==> src/rtl/lut_key_finder_pkg.sv <==
// Shared parameters, types and the power-on contents of the branch-target table
// for the reverse (address -> key) lookup.
package lut_pkg;

    localparam int KEY_W     = 5;
    localparam int ADDR_W    = 8;
    localparam int N_ENTRIES = 18;

    typedef logic [KEY_W-1:0]  key_t;
    typedef logic [ADDR_W-1:0] addr_t;

    // Single source for the table contents restored on every reset.
    localparam addr_t LUT_DEFAULT [N_ENTRIES] = '{
        8'd32,  8'd33,  8'd34,  8'd35,  8'd60,  8'd64,  8'd91,  8'd109, 8'd128,
        8'd142, 8'd168, 8'd170, 8'd200, 8'd204, 8'd224, 8'd232, 8'd240, 8'd254
    };

    typedef enum logic [1:0] {
        IDLE = 2'd0,
        SCAN = 2'd1,
        DONE = 2'd2
    } lkf_state_t;

endpackage

==> src/rtl/lut_key_finder_table.sv <==
// Writable copy of the branch-target table: per-entry registers that reload
// their defaults on reset, one range-checked write port and one read port.
module lut_key_table
    import lut_pkg::*;
(
    input  logic  Clk,
    input  logic  Reset_n,
    input  logic  wr_en,
    input  key_t  wr_key,
    input  addr_t wr_addr,
    input  key_t  rd_idx,
    output addr_t rd_addr
);

    addr_t r_table [N_ENTRIES];
    logic  w_wr_ok;

    assign w_wr_ok = wr_en && (wr_key < KEY_W'(N_ENTRIES));

    for (genvar g = 0; g < N_ENTRIES; g++) begin : g_entry
        // One entry: reload default on reset, take the write when addressed.
        always_ff @(posedge Clk or negedge Reset_n) begin
            if (!Reset_n) begin
                r_table[g] <= LUT_DEFAULT[g];
            end else if (w_wr_ok && (wr_key == KEY_W'(g))) begin
                r_table[g] <= wr_addr;
            end
        end
    end

    // Read port; an out-of-range index returns zero rather than an undefined entry.
    always_comb begin
        rd_addr = '0;
        if (rd_idx < KEY_W'(N_ENTRIES)) begin
            rd_addr = r_table[rd_idx];
        end else begin
            rd_addr = '0;
        end
    end

endmodule

==> src/rtl/lut_key_finder.sv <==
// Resolves an 8-bit branch target back to its 5-bit key by scanning the table
// upward one entry per cycle; valid/ready handshake on request and response.
module lut_key_finder
    import lut_pkg::*;
(
    input  logic  Clk,
    input  logic  Reset_n,
    input  logic  req_valid,
    output logic  req_ready,
    input  addr_t req_addr,
    input  logic  wr_en,
    input  key_t  wr_key,
    input  addr_t wr_addr,
    output logic  rsp_valid,
    input  logic  rsp_ready,
    output key_t  rsp_key,
    output logic  rsp_hit
);

    lkf_state_t r_state;
    key_t       r_idx;
    addr_t      r_addr;
    logic       r_req_ready;
    logic       r_rsp_valid;
    key_t       r_rsp_key;
    logic       r_rsp_hit;
    addr_t      w_entry;

    lut_key_table u_table (
        .Clk     (Clk),
        .Reset_n (Reset_n),
        .wr_en   (wr_en),
        .wr_key  (wr_key),
        .wr_addr (wr_addr),
        .rd_idx  (r_idx),
        .rd_addr (w_entry)
    );

    // Lookup FSM with the scan counter, latched address and response registers.
    always_ff @(posedge Clk or negedge Reset_n) begin
        if (!Reset_n) begin
            r_state     <= IDLE;
            r_idx       <= '0;
            r_addr      <= '0;
            r_req_ready <= 1'b1;
            r_rsp_valid <= 1'b0;
            r_rsp_key   <= '0;
            r_rsp_hit   <= 1'b0;
        end else begin
            case (r_state)
                IDLE: begin
                    r_req_ready <= 1'b1;
                    if (req_valid && r_req_ready) begin
                        r_addr      <= req_addr;
                        r_idx       <= '0;
                        r_req_ready <= 1'b0;
                        r_state     <= SCAN;
                    end
                end
                SCAN: begin
                    if (w_entry == r_addr) begin
                        r_rsp_key <= r_idx;
                        r_rsp_hit <= 1'b1;
                        r_state   <= DONE;
                    end else if (r_idx == KEY_W'(N_ENTRIES - 1)) begin
                        r_rsp_key <= '0;
                        r_rsp_hit <= 1'b0;
                        r_state   <= DONE;
                    end else begin
                        r_idx <= r_idx + KEY_W'(1);
                    end
                end
                DONE: begin
                    // rsp_valid rises one cycle after entering DONE, then holds until taken.
                    if (r_rsp_valid && rsp_ready) begin
                        r_rsp_valid <= 1'b0;
                        r_req_ready <= 1'b1;
                        r_state     <= IDLE;
                    end else begin
                        r_rsp_valid <= 1'b1;
                    end
                end
                default: begin
                    r_state     <= IDLE;
                    r_req_ready <= 1'b1;
                    r_rsp_valid <= 1'b0;
                end
            endcase
        end
    end

    assign req_ready = r_req_ready;
    assign rsp_valid = r_rsp_valid;
    assign rsp_key   = r_rsp_key;
    assign rsp_hit   = r_rsp_hit;

endmodule

==> config.mk <==
export PLATFORM = sky130hd
export DESIGN_NAME = lut_key_finder
export DESIGN_NICKNAME = d
export VERILOG_FILES = /design/src/rtl/lut_key_finder_pkg.sv /design/src/rtl/lut_key_finder_table.sv /design/src/rtl/lut_key_finder.sv
export SDC_FILE = /design/constraint.sdc
export NUM_CORES = 1
export LEC_CHECK = 0
export CAP_MARGIN = 10
export CELL_PAD_IN_SITES_DETAIL_PLACEMENT = 1
export CELL_PAD_IN_SITES_GLOBAL_PLACEMENT = 1
export CORE_ASPECT_RATIO = 2
export CORE_UTILIZATION = 51
export CTS_CLUSTER_DIAMETER = 120
export DETAILED_ROUTE_END_ITERATION = 10
export PLACE_DENSITY = 0.79
export SETUP_SLACK_MARGIN = 0.02
export SYNTH_ARGS = -nofsm -noshare
export SYNTH_HDL_FRONTEND = slang
export SYNTH_HIERARCHICAL = 1
export SYNTH_SLANG_ARGS = --single-unit
==> constraint.sdc <==
create_clock -name Clk -period 3.9 [get_ports Clk]
set_input_delay 0.585 -clock Clk [delete_from_list [all_inputs] [get_ports Clk]]
set_output_delay 0.585 -clock Clk [all_outputs]
set_load 0.005 [all_outputs]
==> metrics, run 1 <==
outcome=completed; maximum VDD drop=0.3387 mV; Setup crit start kind=flip-flop; remaining antenna violation count=0; DRC errors left=0; clk_lat worst skew=approximately 0.43 ns; endpoints failing hold=0; hold buffer count at CTS=0; Site Rows=between 60 and 70; # Max-Cap Violations=0; DR WL/cell=24.62 µm; Mapped Nets=~580; Crit Path Class=flip-flop to flip-flop; Final period util=~90%; IO Pins=34; CP arrival=3.82 ns; ant diodes=0; Crit. Startpoint=r_idx[0]; core area=between 0.015 and 0.02 mm²; Nets=between 600 and 700; Async S/R FF share, synth=between 90% and 100%; vias post-DR=between 4000 and 5000; initial drt markers=roughly 170; Post-synth EDFFs=0; antenna violations before repair=0; RR Startpoint=r_idx[0]; Pleak=~0.0039 µW; global-route wire length before repair=approximately 32000 µm; worst endpoint required time=4.21 ns; Slew headroom=37.53%; post-synthesis cell type count=~50; Die Y=about 180 µm; Clk pwr share=27.3%; H-tree level count=4; Yosys top cell area share=between 30% and 40%; buffers plus inverters on the worst setup path=2; Mapped Area=slightly below 0.008 mm²; PostCTS Resize Cnt=0; Worst path max stage delay=approximately 0.51 ns; Buffers on Ports=33; crit-path leading delay family=compound AO/OA/AOI/OAI gates; final design utilization=59.74%; unrepaired setup endpoints after global routing=false; dpl ws=0.4628 ns; TritonCTS Buffers=17; Syn. warnings=6; pin count of the biggest net entering global routing=85; placed insts=771; Net Switching=~2000 µW; Worst path slowest cell=mux4_2; Die Wd=roughly 90 µm; post-synthesis sequential area ratio=53.62%; Die ar.=roughly 0.016 mm²; Commonest cells post-synth=mux2_2 (169), dfrtp_1 (106), dfstp_2 (61); CP cell instances=buf_4, buf_4, mux4_2, a32oi_1, a32oi_1, xor2_1, nor4_2, nand2_1, a21o_1, a22o_1; sw frac=a little under a third; Crit. End Element=flip-flop; Pins Over Slew Limit=0; slew at the pin closest to its max-slew limit=approximately 0.93 ns; post-detailed-route via-to-cell ratio=6.120; Fmax achieved=0.2847 GHz; Final Non-Filler Cells=803; syn avg cell area=around 14 µm²; hold crit path type=primary input to async pin; Yosys reg bits=about 170; Worst-path clk slew=0.06 ns; synth top area cells=dfrtp_1 (33%), mux2_2 (24%), dfstp_2 (20%), mux4_2 (6.0%), mux2i_1 (2.3%); vias in the first global route=~5600; grt total ovfl=0; final setup fails=0; Starting Density=between 50% and 60%; dominant synthesized flop cell=dfrtp_1; Detailed Place HPWL=~14000 µm; Clock Tree Buf Depth=2; overall global routing resource usage=approximately 27%; CTS Sinks=167; post-route minimum period=about 3.5 ns; Layout area overhead=14.52%; Logic pwr share=32.0%; top-count cell post-synth=mux2_2; GP Congestion=approximately 0.77; Post-CTS Setup Bufs=0; share of layout cells above drive strength 1=between 50% and 60%; final worst slack=just under 0.4 ns; root cell of the clock tree=clkbuf_16; clk_skew=0.007412 ns; sequential share of power=just over 40%; Synth Instances=~560; total wire length=19770 µm; critical path peak fanout=24; 1st-pass router iterations=4; power per cell area=690.1 mW/mm²; Internal=between 4000 and 5000 µW; Setup TNS Final=0 ns; Synth area leader=dfrtp_1; TritonCTS clock tree=done
-- power groups by stage --
| stage | logic (µW) | registers (µW) | clock network (µW) |
|---|---|---|---|
| after global routing | 2150 | 2610 | 1810 |
| after CTS | 2020 | 2550 | 1740 |
| after global placement | 1930 | 2530 | 0 |
| final | 2010 | 2550 | 1710 |
| after detailed placement | 1990 | 2570 | 0 |
| after floorplan | 1500 | 2410 | 0 |
-- per-layer routing --
layer | vias to the layer above | GRT usage, % | wire (µm)
li1 | 2128 | - | -
met5 | - | 0 | 0
met4 | 0 | 14.38 | 821
met2 | 122 | 48.12 | 10760
met1 | 2621 | 30.78 | 7593
met3 | 43 | 4.135 | 594
-- area by class of cell --
cell class                 count  area, µm²
fill                        1431       6126
timing repair buffer          46      441.7
sequential                   167       4258
clock buffer                  24      481.7
inverter                       3      11.26
multi-input combinational    357       3527
clock inverter                 8      121.4
tap                          198      247.7
-- cells by family after synthesis --
| kind of cell | after synthesis | synth area share, % |
|---|---|---|
| buf+inv | 32 | 1.939 |
| simple gates | 92 | 6.495 |
| compound gates | 45 | 4.257 |
| flops | 167 | 53.62 |
| xor+xnor | 8 | 0.8829 |
| mux | 210 | 32.49 |
| fa+ha+maj | 2 | 0.3153 |
-- path summary, 6_finish.rpt --
path                            slack (ns)  cells after the start              endpoint
worst max-delay path                  0.39                     10            rsp_key[3]
worst min-delay path                  0.19                      1              r_idx[0]
worst max register to register        0.39                     10            rsp_key[3]
worst min register to register        0.49                      1  u_table/r_table[142]
max in group asynchronous             2.75                      2  u_table/r_table[108]
min in group Clk                      0.49                      1  u_table/r_table[142]
-- state kept, by name (all words and copies together), names as in the netlist --
register	flops
r_addr	8
rsp_hit	1
r_state	2
rsp_valid	1
req_ready	1
u_table/r_table	144
rsp_key	5
r_idx	5
-- layout by cell type, fill, tap and decap left out, types with 2 or more instances in the layout --
master and n:
a21oi_1 5, a221oi_1 6, a22o_1 10, a32oi_1 2
and3_1 3, buf_4 12, bufinv_16 3, clkbuf_1 4
clkbuf_16 17, clkbuf_8 3, clkdlybuf4s50_1 32, clkinv_2 3
dfrtp_1 104, dfrtp_2 2, dfstp_2 61, ha_1 2
inv_1 3, mux2_1 2, mux2_2 169, mux2i_1 18
mux4_2 21, nand2_1 32, nand2b_1 4, nand3_1 11
nand4_1 3, nor2_1 11, nor2_2 3, nor2b_1 9
nor3_1 2, nor4_2 2, o21ai_0 9, o22a_1 2
o31a_1 2, or4_1 2, xor2_1 8
-- per-stage QoR --
stage | power, µW | cell area (µm²) | hold slack, ns
after detailed placement | 4561 | 8486 | 0.4907
after CTS | 6314 | 9089 | 0.2370
after floorplan | 3906 | 7936 | 0.2894
after global routing | 6571 | 9089 | 0.2548
final | 6272 | 9089 | 0.1869
after global placement | 4459 | 8486 | 0.4700
-- worst reg2reg max path, cell delays in order (launching register included) --
cell	delay (ns)
dfrtp_2	0.38
buf_4	0.40
buf_4	0.29
mux4_2	0.51
a32oi_1	0.26
a32oi_1	0.17
xor2_1	0.19
nor4_2	0.50
nand2_1	0.23
a21o_1	0.27
a22o_1	0.21
Note: power is estimated with default switching activity, not from simulation.
==> run 2, diff against run 1 <==
--- a/config.mk
+++ b/config.mk
@@ -5,13 +5,15 @@
 export SDC_FILE = /design/constraint.sdc
 export NUM_CORES = 1
 export LEC_CHECK = 0
-export CAP_MARGIN = 10
+export CAP_MARGIN = 40
 export CELL_PAD_IN_SITES_DETAIL_PLACEMENT = 1
 export CELL_PAD_IN_SITES_GLOBAL_PLACEMENT = 1
 export CORE_ASPECT_RATIO = 2
+export CORE_MARGIN = 2
 export CORE_UTILIZATION = 51
 export CTS_CLUSTER_DIAMETER = 120
 export DETAILED_ROUTE_END_ITERATION = 10
+export GPL_TIMING_DRIVEN = 0
 export PLACE_DENSITY = 0.79
 export SETUP_SLACK_MARGIN = 0.02
 export SYNTH_ARGS = -nofsm -noshare
==> run 2 against run 1 <==
Against the previous run:
- global-route usage down 0.62 points
- highest routed layer unchanged
- largest power group unchanged
- first-iteration DRC count up 22%
- worst hold slack worse by 0.032 ns
- setup slack worse by 0.050 ns
- sequential cell count unchanged
==> metrics, run 2 (synthesized netlist as in run 1, its figures left out) <==
sw frac=32.64% (was 31.02%); Die Wd=92.21 µm (was 90.21 µm); Crit Path Class=flip-flop to flip-flop (unchanged); logic depth of the worst register-to-register path=11 (was 10); ant diodes=0 (unchanged); dpl ws=0.2489 ns (was 0.4628 ns); fillers=1467 (was 1431); Pins Over Slew Limit=0 (unchanged); overall global routing resource usage=26.27% (was 26.89%); DRC errors left=0 (unchanged); Setup crit start kind=flip-flop (unchanged); final setup fails=0 (unchanged); GP Congestion=0.8283 (was 0.7662); Internal=4249 µW (was 4326 µW); core area=0.01529 mm² (was 0.01521 mm²); DR WL/cell=24.79 µm (was 24.62 µm); final worst slack=0.3375 ns (was 0.3872 ns); Crit. End Element=flip-flop (unchanged); vias in the first global route=5749 (was 5597); worst r2r dst=rsp_key[3] (unchanged); Die ar.=0.01664 mm² (was 0.01609 mm²); 1st-pass router iterations=4 (unchanged); DP Area=0.008549 mm² (was 0.008486 mm²); Pleak=0.003932 µW (was 0.003888 µW); clk_skew=0.008124 ns (was 0.007412 ns); Slew headroom=47.52% (was 37.53%); initial drt markers=201 (was 165); top flop regs=u_table/r_table (144), r_addr (8) (unchanged); Final period util=91.35% (was 90.07%); hold buffer count at CTS=0 (unchanged); Nets=639 (was 620); Worst-path clk slew=0.07 ns (was 0.06 ns); maximum VDD drop=0.3740 mV (was 0.3387 mV); Clock Tree Buf Depth=2 (unchanged); worst endpoint required time=4.22 ns (was 4.21 ns); CP arrival=3.89 ns (was 3.82 ns); # Max-Cap Violations=0 (unchanged); placed insts=789 (was 771); power per cell area=688.0 mW/mm² (was 690.1 mW/mm²); post-route cell area=0.009169 mm² (was 0.009089 mm²); share of layout cells above drive strength 1=50.32% (was 50.58%); global-route wire length before repair=32260 µm (was 31880 µm); Layout area overhead=15.53% (was 14.52%); Buffers on Ports=32 (was 33); sequential share of power=39.3% (was 40.7%); commonest non-fill, non-tap cell in the layout=mux2_2 (unchanged); R2R Setup Slk=0.34 ns (was 0.39 ns); final design utilization=59.95% (was 59.74%); pin count of the biggest net entering global routing=97 (was 85); IO Pins=34 (unchanged); Detailed Place HPWL=14810 µm (was 13680 µm); post-route minimum period=3.563 ns (was 3.513 ns); Clk pwr share=27.2% (was 27.3%); Starting Density=51.89% (was 52.16%); antenna violations before repair=0 (unchanged); total wire length=20380 µm (was 19770 µm); Final Non-Filler Cells=822 (was 803); vias post-DR=4960 (was 4914); outcome=completed (unchanged); root cell of the clock tree=clkbuf_16 (unchanged); Post-CTS Setup Bufs=0 (unchanged); remaining antenna violation count=0 (unchanged); RR Startpoint=r_idx[0] (unchanged); Site Rows=64 (unchanged); hold crit path type=primary input to async pin (unchanged); H-tree level count=4 (unchanged); post-detailed-route via-to-cell ratio=6.034 (was 6.120); TritonCTS Buffers=17 (unchanged); grt total ovfl=0 (unchanged); Fmax achieved=0.2807 GHz (was 0.2847 GHz); clk_lat worst skew=0.44 ns (was 0.43 ns); critical path peak fanout=10 (was 24); unrepaired setup endpoints after global routing=false (unchanged); endpoints failing hold=0 (unchanged); TritonCTS clock tree=done (unchanged); Die Y=180.4 µm (was 178.4 µm); CTS Sinks=167 (unchanged); Net Switching=2059 µW (was 1946 µW); max FFs per register=144 (unchanged); Top reg by flops=u_table/r_table (unchanged); slew at the pin closest to its max-slew limit=0.7850 ns (was 0.9300 ns); Logic pwr share=33.5% (was 32.0%); commonest non-fill, non-tap cells in the layout=mux2_2 (169), dfrtp_1 (106), dfstp_2 (61), nand2_1 (32), clkdlybuf4s50_1 (31) (was mux2_2 (169), dfrtp_1 (104), dfstp_2 (61), nand2_1 (32), clkdlybuf4s50_1 (32))
==> run 2: cell count changes in the layout (fill, tap and decap cells not counted), sizes merged <==
cell,change
clkinvlp,+1
bufinv,-1
clkinv,+1
clkdlybuf4s50,-1
clkbuf,+7
inv,+5
buf,+7
==> run 2: worst max-delay path, stage by stage (launching register included) <==
cell	delay [ns]
dfrtp_1	0.51
buf_6	0.23
buf_2	0.31
mux2_2	0.38
a221oi_1	0.33
nand2_1	0.10
a22o_1	0.25
xor2_1	0.17
nor4_4	0.44
nand2_1	0.22
a21o_1	0.29
a22o_1	0.22
==> run 2: repair_timing <==
item                       in CTS  in global routing
hold endpoints to repair        0                  0
setup endpoints to repair       0                  5
resized for setup               0                  1
==> run 2: layer usage <==
layer	up-vias	part of all wire [%]	track usage, %
li1	2175	-	-
met1	2624	37	28.40
met3	55	2.3	4.684
met2	106	56	48.15
met5	-	0	0
met4	0	4.5	13.25
==> run 2: through the flow <==
| step | hold slack (ns) | total power (µW) | TNS, ns |
|---|---|---|---|
| after CTS | 0.1892 | 6322 | 0 |
| final | 0.1552 | 6308 | 0 |
| after detailed placement | 0.4876 | 4590 | 0 |
| after global placement | 0.4677 | 4463 | -544.25 |
| after global routing | 0.1918 | 6640 | 0 |
| after floorplan | 0.2894 | 3906 | 0 |
==> run 2: worst max path at each step <==
| stage | slack (ns) | endpoint | cells past startpoint | startpoint |
|---|---|---|---|---|
| floorplan | 1.04 | rsp_key[0] | 11 | r_idx[0] |
| global placement | -3.99 | u_table/r_table[37] | 1 | Reset_n |
| detailed placement | 0.25 | rsp_key[3] | 9 | r_idx[3] |
| CTS | 0.17 | rsp_key[3] | 9 | r_idx[3] |
| global route | 0.13 | rsp_key[3] | 11 | r_idx[0] |
| finish | 0.34 | rsp_key[3] | 11 | r_idx[0] |
==> run 2: final cells by class <==
class | instances | area, µm² | share of cell area [%]
Clock buffer | 18 | 439.2 | 4.790
Timing Repair Buffer | 36 | 370.4 | 4.039
Tap cell | 198 | 247.7 | 2.702
Multi-Input combinational cell | 357 | 3536 | 38.56
Sequential cell | 167 | 4255 | 46.41
Clock inverter | 14 | 166.4 | 1.815
Buffer | 29 | 142.6 | 1.556
Inverter | 3 | 11.26 | 0.1228
==> run 2: power groups by stage <==
stage,Clock [µW],Combinational [µW],Sequential (µW)
CTS,1740,2100,2480
finish,1710,2110,2480
detailed placement,0,2090,2500
floorplan,0,1500,2410
global route,1830,2280,2530
global placement,0,2000,2460
